[src/rtl/ex_div.sv]
// ex_div: iterative 32-bit divide/remainder unit for the execute stage.
// It retires one quotient bit per cycle using restoring shift-subtract.
// Divide-by-zero and signed overflow finish one cycle after the start.
module ex_div (
  input  logic        clk,
  input  logic        cpurst,
  input  logic        div_start,
  input  logic [1:0]  div_op,
  input  logic [31:0] div_oprand1,
  input  logic [31:0] div_oprand2,
  input  logic        div_flush,
  output logic        div_stall,
  output logic        div_done,
  output logic [31:0] div_result
);

  localparam logic [1:0] S_IDLE = 2'd0;
  localparam logic [1:0] S_CALC = 2'd1;
  localparam logic [1:0] S_DONE = 2'd2;

  logic [1:0]  r_state;
  logic [5:0]  r_cnt;
  logic [1:0]  r_op;
  logic        r_neg_q;
  logic        r_neg_r;
  logic [31:0] r_quot;     // holds the dividend and shifts quotient bits in from the bottom
  logic [32:0] r_rem;      // partial remainder
  logic [31:0] r_dvsr;
  logic [31:0] r_result;   // last delivered result, shown while not in DONE

  logic        w_signed;
  logic [31:0] w_a_abs;
  logic [31:0] w_b_abs;
  logic        w_div0;
  logic        w_ovf;
  logic        w_go;
  logic [32:0] w_shift;
  logic [32:0] w_diff;
  logic        w_ge;
  logic [31:0] w_q_nxt;
  logic [31:0] w_r_nxt;
  logic [31:0] w_final;

  assign w_signed = ~div_op[0];
  assign w_a_abs  = (w_signed && div_oprand1[31]) ? (32'd0 - div_oprand1) : div_oprand1;
  assign w_b_abs  = (w_signed && div_oprand2[31]) ? (32'd0 - div_oprand2) : div_oprand2;
  assign w_div0   = (div_oprand2 == 32'd0);
  assign w_ovf    = w_signed && (div_oprand1 == 32'h8000_0000) && (div_oprand2 == 32'hFFFF_FFFF);
  assign w_go     = (r_state == S_IDLE) && div_start && !div_flush;

  // One restoring step. The remainder is always below the divisor, so the
  // shifted value fits in 33 bits and bit 32 of the difference is the borrow.
  assign w_shift  = {r_rem[31:0], r_quot[31]};
  assign w_diff   = w_shift - {1'b0, r_dvsr};
  assign w_ge     = ~w_diff[32];
  assign w_q_nxt  = {r_quot[30:0], w_ge};
  assign w_r_nxt  = w_ge ? w_diff[31:0] : w_shift[31:0];

  // r_quot and r_rem already carry the sign fix-up when DONE is entered.
  assign w_final  = r_op[1] ? r_rem[31:0] : r_quot;

  // Outputs are forced quiet during reset, and a flush kills them the same cycle.
  assign div_stall  = cpurst && !div_flush && (w_go || (r_state == S_CALC));
  assign div_done   = cpurst && !div_flush && (r_state == S_DONE);
  assign div_result = div_done ? w_final : r_result;

  // Control FSM and datapath registers.
  always_ff @(posedge clk) begin
    if (!cpurst) begin
      r_state  <= S_IDLE;
      r_cnt    <= 6'd0;
      r_op     <= 2'd0;
      r_neg_q  <= 1'b0;
      r_neg_r  <= 1'b0;
      r_quot   <= 32'd0;
      r_rem    <= 33'd0;
      r_dvsr   <= 32'd0;
      r_result <= 32'd0;
    end else if (div_flush) begin
      r_state <= S_IDLE;
    end else begin
      case (r_state)
        S_IDLE: begin
          if (div_start) begin
            r_op    <= div_op;
            r_neg_q <= w_signed && (div_oprand1[31] ^ div_oprand2[31]);
            r_neg_r <= w_signed && div_oprand1[31];
            r_dvsr  <= w_b_abs;
            r_cnt   <= 6'd32;
            if (w_div0) begin
              // The raw dividend is the remainder, whatever its sign.
              r_quot  <= 32'hFFFF_FFFF;
              r_rem   <= {1'b0, div_oprand1};
              r_state <= S_DONE;
            end else if (w_ovf) begin
              r_quot  <= 32'h8000_0000;
              r_rem   <= 33'd0;
              r_state <= S_DONE;
            end else begin
              r_quot  <= w_a_abs;
              r_rem   <= 33'd0;
              r_state <= S_CALC;
            end
          end
        end
        S_CALC: begin
          r_cnt <= r_cnt - 6'd1;
          if (r_cnt == 6'd1) begin
            r_quot  <= r_neg_q ? (32'd0 - w_q_nxt) : w_q_nxt;
            r_rem   <= {1'b0, r_neg_r ? (32'd0 - w_r_nxt) : w_r_nxt};
            r_state <= S_DONE;
          end else begin
            r_quot <= w_q_nxt;
            r_rem  <= {1'b0, w_r_nxt};
          end
        end
        S_DONE: begin
          r_result <= w_final;
          r_state  <= S_IDLE;
        end
        default: r_state <= S_IDLE;
      endcase
    end
  end

endmodule

[config.mk]
export PLATFORM = sky130hd
export DESIGN_NAME = ex_div
export DESIGN_NICKNAME = d
export VERILOG_FILES = /design/src/rtl/ex_div.sv
export SDC_FILE = /design/constraint.sdc
export NUM_CORES = 1
export LEC_CHECK = 0
export BUFFER_PORTS_ARGS = -buffer_cell sky130_fd_sc_hd__buf_2
export CAP_MARGIN = 20
export CORE_MARGIN = 10
export CORE_UTILIZATION = 63
export CTS_BUF_LIST = sky130_fd_sc_hd__clkbuf_4 sky130_fd_sc_hd__clkbuf_8
export CTS_CLUSTER_DIAMETER = 100
export DETAILED_ROUTE_END_ITERATION = 10
export PLACE_DENSITY = 0.84
export SLEW_MARGIN = 20
export SYNTH_ARGS = -nofsm -noshare
export SYNTH_HDL_FRONTEND = slang
export SYNTH_SLANG_ARGS = --single-unit
[constraint.sdc]
create_clock -name clk -period 5.6 [get_ports clk]
set_input_delay 0.56 -clock clk [delete_from_list [all_inputs] [get_ports clk]]
set_output_delay 0.56 -clock clk [all_outputs]
set_load 0.03 [all_outputs]
Word-level counts from Yosys, hierarchy flattened
Index checks and enable logic that the tools add are counted.
{ "classes": {"n_reduce_logical": 20, "mux": 23, "bitwise_logic": 5, "addsub": 6, "eq_ne": 7} }
{ "op_table": {"columns": ["op", "count"], "rows": [
  ["$mux 32", 14],
  ["$pmux 32 s2", 2],
  ["$sub 1x32->32 const A", 4],
  ["$eq 32x32->1 const B", 2],
  ["$sub 33x32->33", 1],
  ["$logic_not 32->1", 1],
  ["$pmux 6 s2", 1],
  ["$logic_and 1x1->1", 10],
  ["$mux 2", 4],
  ["$eq 6x1->1 const B", 1],
  ["$mux 6", 1],
  ["$reduce_and 3->1", 2],
  ["$sub 6x1->6 const B", 1],
  ["$not 1->1", 4],
  ["$pmux 2 s2", 1],
  ["$reduce_and 2->1", 2],
  ["$eq 2x1->1 const B", 1],
  ["$eq 2x2->1 const B", 1],
  ["$logic_not 2->1", 1],
  ["$ne 2x1->1 const B", 1],
  ["$ne 2x2->1 const B", 1],
  ["$reduce_bool 2->1", 1],
  ["$reduce_or 2->1", 1],
  ["$logic_not 1->1", 1],
  ["other kinds (2)", 2]
]} }
{ "totals": {"out_inout_bits": 34, "reg_bits": 140, "wordCells": 70} }

Longest topological paths before layout
Gate-level depths: netlist of run 1.
{ "logic_depth": {"ltp_word": 7, "depth_mapped": 23} }

Worst setup path after synthesis of run 1
OpenSTA, ideal clock, no wires.
{ "synth_timing": {"kind": "reg-to-reg", "start": "register r_quot[31]", "end": "register r_rem[26]", "arrival_time_ns": 4.419, "path_slack_ns": 1.049, "n_path_buf": 2, "path_stages_with_launch": 23, "synth_period_minus_slack_ns": 4.551, "path_cell_list": "dfxtp_1 inv_1 ha_1 fa_1 nor2b_1 o31a_1 o2111a_1 o2111a_1 o21a_1 nor2_2 inv_2 buf_2 buf_1 nor2_1 a21oi_1 ha_1 nand3_1 or3_1 o211ai_1 a31oi_1 a211oi_1 xnor2_1 o22ai_1"} }
{ "synth_via": {"elab_chain_len": 6} }
{ "synth_lines": {"columns": ["item", "line_no", "source"], "rows": [
  ["start, declared", "26", "logic [31:0] r_quot;"],
  ["start signal, assigned", "100", "r_quot <= w_a_abs;"],
  ["start signal, assigned", "109", "r_quot <= r_neg_q ? (32'd0 - w_q_nxt) : w_q_nxt;"],
  ["start signal, assigned", "113", "r_quot <= w_q_nxt;"],
  ["$sub 33x32->33", "54", "assign w_diff = w_shift - {1'b0, r_dvsr};"],
  ["$mux 32 (*)", "57", "assign w_r_nxt = w_ge ? w_diff[31:0] : w_shift[31:0];"],
  ["$sub 1x32->32", "110", "r_rem <= {1'b0, r_neg_r ? (32'd0 - w_r_nxt) : w_r_nxt};"],
  ["$mux 32", "110", null],
  ["$mux 32 (*)", "108", "if (r_cnt == 6'd1) begin"],
  ["$pmux 32 s2 (*)", "82", "case (r_state)"],
  ["end signal, assigned", "93", "r_rem <= {1'b0, div_oprand1};"],
  ["end signal, assigned", "110", null],
  ["end signal, assigned", "114", "r_rem <= {1'b0, w_r_nxt};"],
  ["end, declared", "27", "logic [32:0] r_rem;"]
]} }
Every way passes the cells marked *; elsewhere a longest branch is shown, timed or not.
A chain may end at the register's enable or synchronous reset.

Final worst setup path of run 1
Ends and elaborated chain as after synthesis.

==> impl_metrics.py, run 1 <==
metrics = {
    "placement": {
        "place_ws_ns": 0.8741,
        "port_buffers": 103,
        "dp_hpwl_um": 30970,
        "postPlaceCellArea_mm2": 0.01262,
        "gp_congestion": 1.018,
    },
    "floorplanning": {
        "dieArea_mm2": 0.02494,
        "die_h_um": 157.9,
        "row_count": 50,
        "io_pins": 104,
        "initial_core_util_pct": 64.07,
        "die_w_um": 157.9,
        "core-area_mm2": 0.01871,
    },
    "synth": {
        "synth_fp_nets": 1712,
        "ys_seq_area_share_pct": 23.22,
        "postSynthCellCount": 1602,
        "ys_ff_latch": 139,
        "syn_area_mm2": 0.01198,
        "synth.distinct_cells": 78,
        "yosys_warnings": 0,
        "syn_avg_cell_area_um2": 7.481,
        "synth_top_flop_cell": "dfxtp_1",
        "synth_edf_count": 0,
        "ys_async_sr_fraction_pct": 0,
    },
    "clock_network": {
        "worstSkewPairLatency_ns": 0.47,
        "htree_levels": 4,
        "cts_num_sinks": 139,
        "root_buffer": "clkbuf_8",
        "clk_pin_slew_ns": 0.10,
        "hold_buffers": 0,
        "cts_tree": "yes",
        "cts_buffer_depth": 2,
        "cts_buffers": 17,
        "cts.repair.resized": 0,
        "cts_setup_buffers": 0,
    },
    "timing": {
        "fmax_mhz": 206.4,
        "tns_ns": 0,
        "finalHoldViolCount": 0,
        "tightest_slew_ns": 1.169,
        "fin_skew_ns": 0.01710,
        "finalCriticalPeriod_ns": 4.845,
        "fin_crit_sh_pct": 86.52,
        "setup_ws_ns": 0.7547,
        "slew-limit-headroom_pct": 22.04,
        "finalSetupViolCount": 0,
        "slew_viol_final": 0,
        "grt_setup_unrepaired": "false",
    },
    "global_route": {
        "grt_max_degree": 64,
        "track_usage_pct": 31.99,
        "grt_pass1_wl_um": 64310,
        "antenna_found_initial": 0,
        "grt_pass1_vias": 11930,
        "grt_overflow_total": 0,
    },
    "finish": {
        "n_antenna_cell": 0,
        "drive_gt1_share_pct": 11.49,
        "fill_cells": 1583,
        "utilization_pct": 69.52,
        "syn_to_final_growth_pct": 8.509,
        "layout.nets": 1760,
        "stdcell_area_mm2": 0.01300,
    },
    "worst_setup_path": {
        "path_max_fanout": 6,
        "cp-end-kind": "flip-flop",
        "cp.required_ns": 5.92,
        "arrival_ns": 5.16,
        "critical_path_class": "flip-flop to flip-flop",
        "worstSetupStartpoint": "r_quot[31]",
        "r2r_start": "r_quot[31]",
        "start_kind": "flip-flop",
    },
    "route": {
        "routed_wl_um": 40930,
        "wl_per_cell_um": 21.57,
        "dr.pass1.iters": 7,
        "dr.first_iter.drc_count": 1544,
        "vias": 12980,
        "drc_errors": 0,
        "final_antenna_net_count": 0,
        "viasPerCell": 6.844,
    },
    "power": {
        "power_density_mw_per_mm2": 248.2,
        "leakage_nw": 5.712,
        "power_w": 0.003228,
        "vdd_drop_max_uv": 154.6,
    },
    "run": {
        "drv_cap": 0,
    },
    "outcome": {
        "status": "complete, no violations",
    },
    "hold_path": {
        "min_path_type": "primary input to flip-flop",
        "min_from": "div_op[1]",
    },
}
## cell families after synthesis
family	synth area share, %
buf+inv	4.803
flops	23.22
compound gates	31.24
xor+xnor	9.136
mux	5.032
simple gates	22.33
fa+ha+maj	4.239
## metal layers
layer | part of all wire (%) | GRT usage (%)
met1 | 41 | 41.40
met5 | 0 | 0
met4 | 5.6 | 17.94
met3 | 9.9 | 5.862
met2 | 43 | 49.12
## stage by stage
stage	cells	hold slack (ns)
5_1_grt	1897	0.3436
2_1_floorplan	1602	0.4270
4_1_cts	1897	0.3432
6_report	1897	0.3493
3_5_place_dp	1865	0.4396
3_3_place_gp	1865	0.4329
## flip-flops by register name, indices dropped and copies added, names as in the netlist
register	count
r_dvsr	32
r_neg_r	1
r_result	32
r_neg_q	1
r_cnt	6
r_state	2
r_quot	32
r_op	1
r_rem	32
## layout make-up
cell class / count / area, um2 / share of cell area [%]
multi-input combinational: 1316 / 8670 / 66.67
sequential: 139 / 2784 / 21.41
timing repair buffer: 125 / 680.7 / 5.234
tap: 234 / 292.8 / 2.252
clock buffer: 17 / 234.0 / 1.799
inverter: 51 / 191.4 / 1.472
clock inverter: 15 / 151.4 / 1.164
## critical path, cell delays in order, from the launching register on
cell and delay [ns]:
dfxtp_1 0.41, inv_1 0.07, ha_1 0.23, fa_1 0.40
nor2b_1 0.23, o31a_1 0.26, o2111a_1 0.30, o2111a_1 0.31
o21a_1 0.20, nor2_4 0.07, inv_2 0.11, nor2_1 0.05
a21oi_1 0.17, ha_1 0.29, nand2_1 0.08, nor4b_1 0.38
nand4_1 0.14, o211ai_1 0.21, a31oi_1 0.20, a211oi_1 0.34
xnor2_1 0.16, o22ai_1 0.10
## placed cells by master (no fill, tap or decap), types with 19 or more instances in the layout
cell,Yosys,final
nor2_1,171,169
dfxtp_1,139,138
nand2_1,125,125
a21oi_1,109,107
o21ai_0,103,103
buf_2,10,103
a21o_1,75,75
xor2_1,66,66
xnor2_1,59,59
mux2i_1,58,58
inv_1,50,50
ha_1,39,39
or3_1,38,38
o211a_1,36,36
nor3_1,37,36
nand3_1,35,34
o211ai_1,31,31
nand4_1,24,24
o31ai_1,24,24
buf_4,1,22
nor4_1,19,19
## synthesized netlist by cell type, types with 31 or more instances
cell type,n,area [um2]
a21o_1,75,563.0
a21oi_1,109,545.5
clkbuf_1,78,292.8
dfxtp_1,139,2783
ha_1,39,488.0
inv_1,50,187.7
mux2i_1,58,580.6
nand2_1,125,469.2
nand3_1,35,175.2
nor2_1,171,641.9
nor3_1,37,185.2
o211a_1,36,360.4
o211ai_1,31,232.7
o21ai_0,103,515.5
or3_1,38,237.7
xnor2_1,59,516.8
xor2_1,66,578.1
## worst paths after layout
check,endpoint,slack (ns),cells after the start
worst min-delay path,r_op[1],0.35,3
worst max-delay path,r_rem[26],0.75,21
worst max register to register,r_rem[26],0.75,21
worst min register to register,r_result[13],0.46,1
## power by group
group / internal [W] / leakage, nW / total, W / switching [W]
Clock: 0.000335 / 0.198 / 0.000823 / 0.000488
Combinational: 0.000475 / 4.38 / 0.00130 / 0.000821
Sequential: 0.00104 / 1.13 / 0.00111 / 0.0000719
Total: 0.00185 / 5.71 / 0.00323 / 0.00138
Power figures use the tool's default switching activity.
==> run 2, diff against run 1 <==
CORE_UTILIZATION = 62   (was 63)
CTS_BUF_LIST = sky130_fd_sc_hd__clkbuf_8 sky130_fd_sc_hd__clkbuf_16   (was sky130_fd_sc_hd__clkbuf_4 sky130_fd_sc_hd__clkbuf_8)
PLACE_DENSITY = 0.82   (was 0.84)
==> impl_metrics.py, run 2 (synthesis gave the netlist of run 1 again) <==
metrics = {
    "power": {
        "power_density_mw_per_mm2": 270.2,
        "power_frac_seq_pct": 31.0,
        "clockPowerShare_pct": 33.1,
        "switching_share_pct": 39.01,
        "combPwrFrac_pct": 35.9,
        "vdd_drop_max_uv": 222.1,
        "leakage_nw": 5.802,
        "p_sw_w": 0.001396,
        "p_int_w": 0.002182,
    },
    "clock_network": {
        "cts_buffers": 17,
        "cts_num_sinks": 139,
        "cts_buffer_depth": 2,
        "worstSkewPairLatency_ns": 0.43,
        "clk_pin_slew_ns": 0.07,
        "cts_setup_buffers": 0,
        "cts.repair.resized": 0,
        "root_buffer": "clkbuf_16",
        "htree_levels": 4,
        "cts_tree": "yes",
        "hold_buffers": 0,
    },
    "finish": {
        "syn_to_final_growth_pct": 10.49,
        "fill_cells": 1604,
        "layout_commonest_cell": "nor2_1",
        "drive_gt1_share_pct": 11.37,
        "n_antenna_cell": 0,
        "multi_input_area_mm2": 0.008665,
        "layout.nets": 1759,
        "stdcell_area_mm2": 0.01324,
        "utilization_pct": 70.32,
        "final_cell_mix": "169 x nor2_1, 138 x dfxtp_1, 125 x nand2_1",
        "ff_latch_area_mm2": 0.002784,
    },
    "timing": {
        "finalHoldViolCount": 0,
        "finalSetupViolCount": 0,
        "grt_setup_unrepaired": "false",
        "slew-limit-headroom_pct": 24.43,
        "fin_crit_sh_pct": 92.65,
        "fmax_mhz": 192.7,
        "tns_ns": 0,
        "finalCriticalPeriod_ns": 5.188,
        "tightest_slew_ns": 1.129,
        "fin_skew_ns": 0.01374,
        "slew_viol_final": 0,
    },
    "floorplanning": {
        "die_w_um": 159.0,
        "io_pins": 104,
        "dieArea_mm2": 0.02529,
        "row_count": 50,
        "die_h_um": 159.0,
        "core-area_mm2": 0.01883,
        "initial_core_util_pct": 63.64,
    },
    "placement": {
        "postPlaceCellArea_mm2": 0.01264,
        "gp_congestion": 1.010,
        "port_buffers": 103,
        "dp_hpwl_um": 30630,
    },
    "route": {
        "wl_per_cell_um": 21.18,
        "dr.pass1.iters": 6,
        "viasPerCell": 6.763,
        "drc_errors": 0,
        "final_antenna_net_count": 0,
        "routed_wl_um": 40700,
        "vias": 13000,
        "dr.first_iter.drc_count": 1705,
    },
    "worst_setup_path": {
        "reg2regPathDepth": 20,
        "rr_endpoint": "r_rem[28]",
        "r2r_start": "r_quot[31]",
        "cp-end-kind": "flip-flop",
        "r2r_slack_ns": 0.41,
        "critical_path_class": "flip-flop to flip-flop",
        "path_max_fanout": 28,
        "start_kind": "flip-flop",
        "cp-endpoint": "r_rem[28]",
        "worstSetupStartpoint": "r_quot[31]",
        "cp.required_ns": 5.90,
        "arrival_ns": 5.49,
    },
    "run": {
        "drv_cap": 0,
    },
    "global_route": {
        "grt_max_degree": 64,
        "grt_pass1_vias": 12050,
        "grt_overflow_total": 0,
        "antenna_found_initial": 0,
        "track_usage_pct": 30.35,
        "grt_pass1_wl_um": 64480,
    },
    "outcome": {
        "status": "complete, no violations",
    },
    "hold_path": {
        "min_path_type": "primary input to flip-flop",
    },
}
-- run 2: how the worst min path moves through the flow --
stage,startpoint,cells past startpoint,endpoint,slack (ns)
final,div_op[1],3,r_op[1],0.39
after global routing,div_op[1],3,r_op[1],0.40
after CTS,div_op[1],3,r_op[1],0.39
after detailed placement,r_result[1],1,r_result[1],0.44
after global placement,r_result[13],1,r_result[13],0.43
after floorplan,r_result[0],1,r_result[0],0.43
-- run 2: power by group through the flow --
stage	sequential (W)	clock, W	combinational, W
floorplan	0.00110	0	0.000921
global placement	0.00112	0	0.00122
detailed placement	0.00113	0	0.00123
CTS	0.00110	0.00119	0.00124
global route	0.00111	0.00123	0.00139
finish	0.00111	0.00118	0.00128
-- run 2: per-stage QoR --
stage / power [W] / setup WS (ns) / hold slack (ns) / cells
final: 0.003577 / 0.4117 / 0.3944 / 1922
after CTS: 0.003533 / 0.6099 / 0.3872 / 1922
after floorplan: 0.002018 / 1.049 / 0.4270 / 1602
after global placement: 0.002340 / 0.7275 / 0.4330 / 1890
after global routing: 0.003731 / 0.05856 / 0.4046 / 1922
after detailed placement: 0.002359 / 0.6216 / 0.4395 / 1890
-- run 2: layout make-up --
cell class,count,area share [%]
multi-input cells,1316,65.44
flip-flops and latches,139,21.02
repair buffers,124,5.084
clock buffers,17,3.213
well taps,260,2.457
inverters,51,1.446
clock inverters,15,1.342
-- run 2: per-layer routing --
layer  track usage [%]  up-vias  wire length, um  share of wire [%]
li1                  -     6050                -                  -
met1             39.03     5963            16180                 40
met2             46.92      873            18200                 45
met3             6.300      113             4364                 11
met4             15.75        0             1959                4.8
met5                 0        -                0                  0
-- run 2: critical path, cell delays in order (launching register included) --
cell and delay [ns]:
dfxtp_1 0.43, inv_1 0.08, ha_1 0.23, fa_1 0.40
nor2b_1 0.26, o31a_1 0.26, o2111a_1 0.27, o2111a_1 0.30
nor3_2 0.08, nor2_4 0.14, inv_2 0.10, buf_4 0.24
a21oi_1 0.25, ha_1 0.30, and3_1 0.22, nand4_1 0.12
a222oi_1 0.72, o21ai_1 0.24, a211oi_2 0.21, xnor2_1 0.14
o21ai_1 0.07
